`src/rtl/arb_pkg.sv`:
```
// Shared definitions for the lockable round-robin / fixed-priority arbiter.
// Contents:
//   ARB_FIXED, ARB_RR  - values of the runtime mode input
//   arb_state_t        - arbiter FSM state encoding
//   onehot_to_idx      - binary index of the set bit of a one-hot vector (up to 32 bits)
package arb_pkg;

    localparam logic ARB_FIXED = 1'b0;
    localparam logic ARB_RR    = 1'b1;

    typedef enum logic {
        ARB_IDLE,
        ARB_GRANT
    } arb_state_t;

    // OR-reduce the indices of the set bits. For a one-hot or zero input, this
    // gives the exact index, or 0 when the input is zero.
    function automatic logic [31:0] onehot_to_idx(input logic [31:0] oh);
        logic [31:0] idx;
        idx = '0;
        for (int i = 0; i < 32; i++) begin
            if (oh[i]) idx = idx | 32'(i);
        end
        return idx;
    endfunction

endpackage

```
`src/rtl/arb_pick.sv`:
```
// Combinational winner picker for the arbiter.
// Ports:
//   req     in  N   request vector
//   mask    in  N   eligibility mask (1 = may win)
//   ptr     in  IW  index of the last winner; the RR search starts at ptr+1
//   mode    in  1   ARB_FIXED (lowest index wins) or ARB_RR
//   win     out N   one-hot winner, zero when nothing is eligible
//   any_hit out 1   at least one eligible request
module arb_pick
    import arb_pkg::*;
#(
    parameter int N  = 4,
    parameter int IW = 2
) (
    input  logic [N-1:0]  req,
    input  logic [N-1:0]  mask,
    input  logic [IW-1:0] ptr,
    input  logic          mode,
    output logic [N-1:0]  win,
    output logic          any_hit
);

    logic [N-1:0]   elig;
    logic [IW:0]    start;
    logic [2*N-1:0] dbl;
    logic [N-1:0]   rot;
    logic [N-1:0]   rot_first;
    logic [2*N-1:0] dbl_oh;
    logic [N-1:0]   rr_win;
    logic [N-1:0]   fx_win;

    always_comb begin
        elig    = req & mask;
        any_hit = |elig;

        // Rotate the eligible vector so index ptr+1 lands at bit 0, take the
        // lowest set bit, then rotate the one-hot result back into place.
        start     = {1'b0, ptr} + {{IW{1'b0}}, 1'b1};
        dbl       = {elig, elig} >> start;
        rot       = dbl[N-1:0];
        rot_first = rot & (~rot + N'(1));
        dbl_oh    = {rot_first, rot_first} << start;
        rr_win    = dbl_oh[2*N-1:N];

        fx_win    = elig & (~elig + N'(1));

        win = (mode == ARB_RR) ? rr_win : fx_win;
    end

endmodule

```
`src/rtl/arb_rr_lock.sv`:
```
// N-requester arbiter with a registered one-hot grant. The grant is held
// until the owner releases its request. Selection is fixed-priority or
// round-robin, chosen at runtime. gnt_id drives the shared-resource mux select.
//
// Optional build macro ARB_HOLD_LIMIT_EN: after MAX_HOLD locked cycles, the
// owner is forced off the grant whenever another requester is waiting.
//
// Ports:
//   clk       in  1   rising-edge clock
//   reset     in  1   synchronous active-low reset
//   enable    in  1   arbitration enable; 0 clears the grant
//   mode      in  1   0 = fixed priority (index 0 highest), 1 = round-robin
//   req       in  N   level-sensitive requests
//   gnt       out N   registered one-hot grant
//   gnt_id    out IW  binary index of the granted requester
//   gnt_valid out 1   grant is nonzero
//
// state     | meaning
// ----------+----------------------------------------------------------
// ARB_IDLE  | no owner; arbitrate whenever any request is present
// ARB_GRANT | gnt_q holds the owner; re-arbitrate only on release
//           | (or when the hold limit expires, if that feature is built)
module arb_rr_lock
    import arb_pkg::*;
#(
    parameter  int N        = 4,
    parameter  int MAX_HOLD = 16,
    localparam int IW       = (N > 1) ? $clog2(N) : 1
) (
    input  logic          clk,
    input  logic          reset,
    input  logic          enable,
    input  logic          mode,
    input  logic [N-1:0]  req,
    output logic [N-1:0]  gnt,
    output logic [IW-1:0] gnt_id,
    output logic          gnt_valid
);

    arb_state_t    state_q, state_d;
    logic [N-1:0]  gnt_q, gnt_d;
    logic [IW-1:0] ptr_q;
    logic [N-1:0]  mask;
    logic [N-1:0]  win;
    logic [IW-1:0] win_idx;
    logic          any_hit;
    logic          do_arb;
    logic          new_grant;
    logic          owner_req;

`ifdef ARB_HOLD_LIMIT_EN
    localparam int CW = $clog2(MAX_HOLD + 1);
    logic [CW-1:0] cnt_q;
`endif

    arb_pick #(.N(N), .IW(IW)) u_pick (
        .req     (req),
        .mask    (mask),
        .ptr     (ptr_q),
        .mode    (mode),
        .win     (win),
        .any_hit (any_hit)
    );

    assign win_idx = IW'(onehot_to_idx(32'(win)));

    always_ff @(posedge clk) begin
        if (!reset) begin
            state_q <= ARB_IDLE;
            gnt_q   <= '0;
            ptr_q   <= IW'(N - 1);
`ifdef ARB_HOLD_LIMIT_EN
            cnt_q   <= '0;
`endif
        end else begin
            state_q <= state_d;
            gnt_q   <= gnt_d;
            if (new_grant) ptr_q <= win_idx;
`ifdef ARB_HOLD_LIMIT_EN
            // Saturate at MAX_HOLD-1 so that a late-arriving requester
            // forces the handover at the very next edge.
            if (new_grant)
                cnt_q <= '0;
            else if (enable && state_q == ARB_GRANT && cnt_q != CW'(MAX_HOLD - 1))
                cnt_q <= cnt_q + CW'(1);
`endif
        end
    end

    always_comb begin
        state_d   = state_q;
        gnt_d     = gnt_q;
        mask      = '1;
        do_arb    = 1'b0;
        new_grant = 1'b0;
        owner_req = |(req & gnt_q);

        if (!enable) begin
            state_d = ARB_IDLE;
            gnt_d   = '0;
        end else begin
            case (state_q)
                ARB_IDLE: do_arb = 1'b1;
                ARB_GRANT: begin
                    if (!owner_req) begin
                        do_arb = 1'b1;
`ifdef ARB_HOLD_LIMIT_EN
                    end else if (cnt_q == CW'(MAX_HOLD - 1) && |(req & ~gnt_q)) begin
                        do_arb = 1'b1;
                        mask   = ~gnt_q;
`endif
                    end
                end
                default: begin
                    state_d = ARB_IDLE;
                    gnt_d   = '0;
                end
            endcase

            if (do_arb) begin
                if (any_hit) begin
                    state_d   = ARB_GRANT;
                    gnt_d     = win;
                    new_grant = 1'b1;
                end else begin
                    state_d = ARB_IDLE;
                    gnt_d   = '0;
                end
            end
        end
    end

    always_comb begin
        gnt       = gnt_q;
        gnt_id    = IW'(onehot_to_idx(32'(gnt_q)));
        gnt_valid = |gnt_q;
    end

endmodule
```
`config.mk`:
```
export PLATFORM = sky130hd
export DESIGN_NAME = arb_rr_lock
export DESIGN_NICKNAME = d
export VERILOG_FILES = /design/src/rtl/arb_pkg.sv /design/src/rtl/arb_pick.sv /design/src/rtl/arb_rr_lock.sv
export SDC_FILE = /design/constraint.sdc
export NUM_CORES = 1
export LEC_CHECK = 0
export ABC_CLOCK_PERIOD_IN_PS = 2100
export CELL_PAD_IN_SITES_DETAIL_PLACEMENT = 1
export CELL_PAD_IN_SITES_GLOBAL_PLACEMENT = 2
export CORE_AREA = 2 2 58 60
export CTS_CLUSTER_DIAMETER = 150
export DETAILED_ROUTE_END_ITERATION = 16
export DIE_AREA = 0 0 60 62
export HOLD_SLACK_MARGIN = 0.15
export PLACE_DENSITY_LB_ADDON = 0.1
export SYNTH_ARGS = -nofsm -noshare
export SYNTH_HDL_FRONTEND = slang
export SYNTH_HIERARCHICAL = 1
export SYNTH_SLANG_ARGS = --single-unit
```
`constraint.sdc`:
```
create_clock -name clk -period 2.1 [get_ports clk]
set_input_delay 0.42 -clock clk [delete_from_list [all_inputs] [get_ports clk]]
set_output_delay 0.42 -clock clk [all_outputs]
set_load 0.01 [all_outputs]
```
### Word-level counts from Yosys, hierarchy flattened

Cells that the tools add are included.

| operators by class | value |
|---|---|
| bitwise gates (word level) | 6 |
| shift-type cells | 2 |
| muxes and demuxes | 14 |
| reductions and logical operators | 4 |
| add/subtract/negate cells | 3 |

Operators by type and width:

| kind | number |
|---|---|
| $and A4 B4 Y4 | 3 |
| $reduce_or A4 Y1 | 3 |
| $add A4 B1 Y4 const B | 2 |
| $mux W2 | 4 |
| $mux W4 | 2 |
| $not A4 Y4 | 2 |
| $shl A8 B3 Y8 | 1 |
| $shr A8 B3 Y4 | 1 |
| $mux W1 | 7 |
| $add A2 B1 Y3 const B | 1 |
| $pmux W1 S2 | 1 |
| $reduce_and A2 Y1 | 1 |
| $not A1 Y1 | 1 |

| storage, ports and cells | value |
|---|---|
| bits in registers | 7 |
| output and inout port bits | 7 |
| input bits | 8 |
| logic and storage cells | 32 |

### Depth between registers and ports, before layout

| logic depth | value |
|---|---|
| depth in word-level cells | 10 |
| depth in mapped cells | 9 |
| mapped depth without buffers | 8 |

### Hierarchy

The synthesis kept the hierarchy.

By module, submodules not included:

| module | seq. area each (um^2) | instances | cells each | area an instance (um^2) |
|---|---|---|---|---|
| arb_rr_lock | 140.1 | 1 | 48 | 424.2 |
| arb_pick | 0.0 | 1 | 51 | 350.3 |

### Worst setup path before layout

No wires, ideal clock.

| path | value |
|---|---|
| path type | input to register |
| start point | input port req[3] |
| end point | register ptr_q[0] |
| slack | -0.088 ns |
| arrival | 2.072 ns |
| stages on the path | 9 |
| setup time | 0.116 ns |
| required time | 1.984 ns |
| path buffers | 1 |
| cell sequence | and2_4 -> buf_6 -> and3_1 -> o2111ai_1 -> nand3b_1 -> a211o_1 -> or4b_1 -> mux2i_1 -> nor3_1 |

| on the way | value |
|---|---|
| elaborated cells between the ends (all ways) | 21 |
| those cells by class | add/sub: 2; shift: 2; mux: 10; bitwise: 5; reduce/logical: 2 |

RTL lines:

| element | line | source |
|---|---|---|
| from (decl) | arb_rr_lock.sv:34 | `input logic [N-1:0] req,` |
| $shr A8 B3 Y4 | arb_pick.sv:39 | `dbl = {elig, elig} >> start;` |
| $not A4 Y4 | arb_pick.sv:41 | `rot_first = rot & (~rot + N'(1));` |
| $add A4 B1 Y4 | arb_pick.sv:41 |  |
| $and A4 B4 Y4 | arb_pick.sv:41 |  |
| $shl A8 B3 Y8 | arb_pick.sv:42 | `dbl_oh = {rot_first, rot_first} << start;` |
| $mux W4 * | arb_pick.sv:47 | `win = (mode == ARB_RR) ? rr_win : fx_win;` |
| named net win[3] | arb_rr_lock.sv:44 | `logic [N-1:0] win;` |
| $mux W2 * | arb_pkg.sv:22 | `if (oh[i]) idx = idx \| 32'(i);` |
| to (signal assigned) | arb_rr_lock.sv:71 | `ptr_q <= IW'(N - 1);` |
| to (signal assigned) | arb_rr_lock.sv:78 | `if (new_grant) ptr_q <= win_idx;` |
| to (decl) | arb_rr_lock.sv:42 | `logic [IW-1:0] ptr_q;` |

The timed path passes the listed nets; every way through them passes the cells marked *. The select of a mux whose other input is x is not followed.
A chain may end at the register's enable or synchronous reset.

### Final worst setup path

Same ends and word-level chain as after synthesis.

==> impl_metrics.json <==
{
  "status": "completed",
  "track_usage": 0.157,
  "cts-root-buf": "clkbuf_4",
  "postSynthCellCount": 99,
  "die_x_um": 60,
  "cp_top_family": "simple AND/OR/NAND/NOR gates",
  "cts_buffers": 3,
  "cp-end-kind": "register",
  "drt_wl_total_um": 2610,
  "clkSinkCount": 7,
  "clk-insertion-delay-late_ns": 0.27,
  "finalSetupViolCount": 0,
  "route.vias.total": 922,
  "ir_drop_v": 0.000331,
  "slowest_delay_ns": 0.51,
  "place_hpwl_um": 2100,
  "use_met2": 0.281,
  "antenna_cells": 0,
  "drc": 0,
  "synth_warnings": 6,
  "viasPerCell": 4.66,
  "mostFrequentLayoutCell": "buf_4",
  "synth-main-ff-cell": "dfxtp_1",
  "gp_congestion": 0.800,
  "required_ns": 2.26,
  "initial_core_util": 0.244,
  "p_leak_nw": 0.532,
  "setup_tns_ns": 0,
  "fmax_mhz": 496,
  "critPathBufInv": 1,
  "worst_setup_path_start_kind": "input pin",
  "period_share": 0.960,
  "cts_tree": "built",
  "cts_max_level": 1,
  "design_area_um2": 1260,
  "timing.max_cap.violations": 0,
  "path_clk_slew_ns": 0.06,
  "use_met1": 0.187,
  "post-place-ws_ns": -0.591,
  "min_period_ns": 2.02,
  "cp_cell_sequence": "buf_6 > and2_4 > and3_4 > o2111ai_2 > nand3b_1 > a211o_1 > or4b_1 > mux2i_1 > nor3_1",
  "dr.first_iter.drc_count": 17,
  "numPlacedInstances": 189,
  "antenna_found_initial": 0,
  "critPathSlowestCell": "or4b_1",
  "grtUsageMet3": 0.0186,
  "area_growth_pct": 62.4,
  "ys_seq_elements": 7,
  "ys_seq_area_frac": 0.181,
  "nNetsFinal": 162,
  "fp.dieH_um": 62,
  "core_um2": 3180,
  "async_flop_share": 0,
  "clock_skew_ns": 0.0156,
  "placementRows": 21,
  "busiest_layer": "met2",
  "num-fill-cells": 396,
  "cp_data_arrival_time_ns": 2.18,
  "drive_above_1_share": 0.408,
  "drt-pass1-iter-count": 4,
  "post_drt_wl_per_cell_um": 13.2,
  "place_area_um2": 1180,
  "setup_ws_ns": 0.0850,
  "grt_pass1_vias": 913,
  "ios": 15,
  "grt-ovfl-total": 0,
  "yosysUniqueCellTypes": 45,
  "hold_viol": 0,
  "multi_input_area_um2": 659,
  "worst-path-max-fanout": 4,
  "drt.antenna.violating_nets": 0,
  "instances_no_fill": 198,
  "power_density_nw_per_um2": 515,
  "synth-edff-count": 0,
  "die_area_um2": 3720,
  "synth_area_um2": 774,
  "synth.avg_cell_area_um2": 7.82,
  "grt_first_pass_wirelength_um": 4290,
  "min_path_type": "register to register",
  "portBuffers": 14,
  "maxSlewViolCount": 0,
  "area.sequential_um2": 145,
  "layout_common_cells": "buf_4 (30), conb_1 (11), nand2_1 (9), clkdlybuf4s50_1 (9)",
  "whs_ns": 0.499,
  "grt_max_degree": 10,
  "cts_buffer_depth": 2,
  "rsz0062_at_grt": "true",
  "worstSetupPathType": "input pin to register"
}
[registers in the layout, indices dropped and copies added, names as in the netlist]
register	flops
gnt	4
state_q	1
ptr_q	2
[power breakdown]
part / switching, mW / leakage, nW / internal [mW] / total [mW]
clock network: 0.0601 / 0.0150 / 0.0732 / 0.133
registers: 0.0274 / 0.0573 / 0.150 / 0.177
logic: 0.149 / 0.460 / 0.188 / 0.337
total: 0.237 / 0.532 / 0.411 / 0.648
[per-layer routing]
layer | vias to the layer above | part of all wire
met4 | 0 | 0.022
met2 | 9 | 0.52
li1 | 466 | -
met3 | 5 | 0.015
met5 | - | 0
met1 | 442 | 0.44
[cell families (layout without fill, tap and decap cells)]
logic type               Yosys count  after routing  share of synthesized area
AND/OR/NAND/NOR                   56             56                      0.428
AO/OA/AOI/OAI                     19             19                      0.194
buffers and inverters              8             51                     0.0533
multiplexers                       7              7                      0.123
flip-flops                         7              7                      0.181
adder cells (fa/ha/maj)            1              1                     0.0162
other                              1             11                    0.00484
[timing repair]
| item | 4_1_cts | 5_1_grt |
|---|---|---|
| pin swaps | 10 | 10 |
| endpoints found under the hold margin | 0 | 0 |
| setup endpoints to repair | 6 | 2 |
| gates resized for setup | 14 | 11 |
| hold buffers | 0 | 0 |
| setup buffers | 2 | 3 |
[worst min-delay path, cell delays in order (launching register included)]
cell,delay (ns)
dfxtp_1,0.33
nand2_1,0.06
mux2i_1,0.05
[through the flow]
stage          power [mW]   util
2_1_floorplan       0.346      -
3_3_place_gp        0.489  0.372
3_5_place_dp        0.496  0.372
4_1_cts             0.635  0.385
5_1_grt             0.692  0.396
6_report            0.648  0.396
[layout make-up]
type | instances | share of cell area
Multi-Input combinational cell | 94 | 0.524
Timing Repair Buffer | 45 | 0.288
Sequential cell | 7 | 0.115
Tap cell | 46 | 0.0458
Clock buffer | 4 | 0.0209
Inverter | 2 | 0.00597
[synth_stat cells (2+ instances only)]
cell / number / area share
nand3_1: 7 / 0.045
nor3_1: 6 / 0.039
a22oi_1: 2 / 0.019
buf_2: 2 / 0.013
mux2i_1: 5 / 0.065
or2_2: 2 / 0.016
o21ai_0: 3 / 0.019
a21oi_1: 3 / 0.019
dfxtp_1: 7 / 0.18
and4_2: 2 / 0.026
nor2b_1: 2 / 0.016
inv_1: 2 / 0.0097
nand2_2: 3 / 0.024
nor2_1: 7 / 0.034
or3_1: 2 / 0.016
nand3b_1: 3 / 0.029
nand2_1: 9 / 0.044
and2_4: 2 / 0.023
clkbuf_1: 2 / 0.0097
mux4_2: 2 / 0.058
nor4bb_1: 2 / 0.026
[path summary, 6_finish.rpt]
path,startpoint,end,slack (ns),cells after the start
worst max-delay path,req[3],ptr_q[0],0.08,9
worst min register to register,gnt[1],gnt[1],0.50,2
worst min-delay path,gnt[1],gnt[1],0.50,2
worst max register to register,ptr_q[1],ptr_q[0],0.10,7
(Power assumes the default switching activity.)
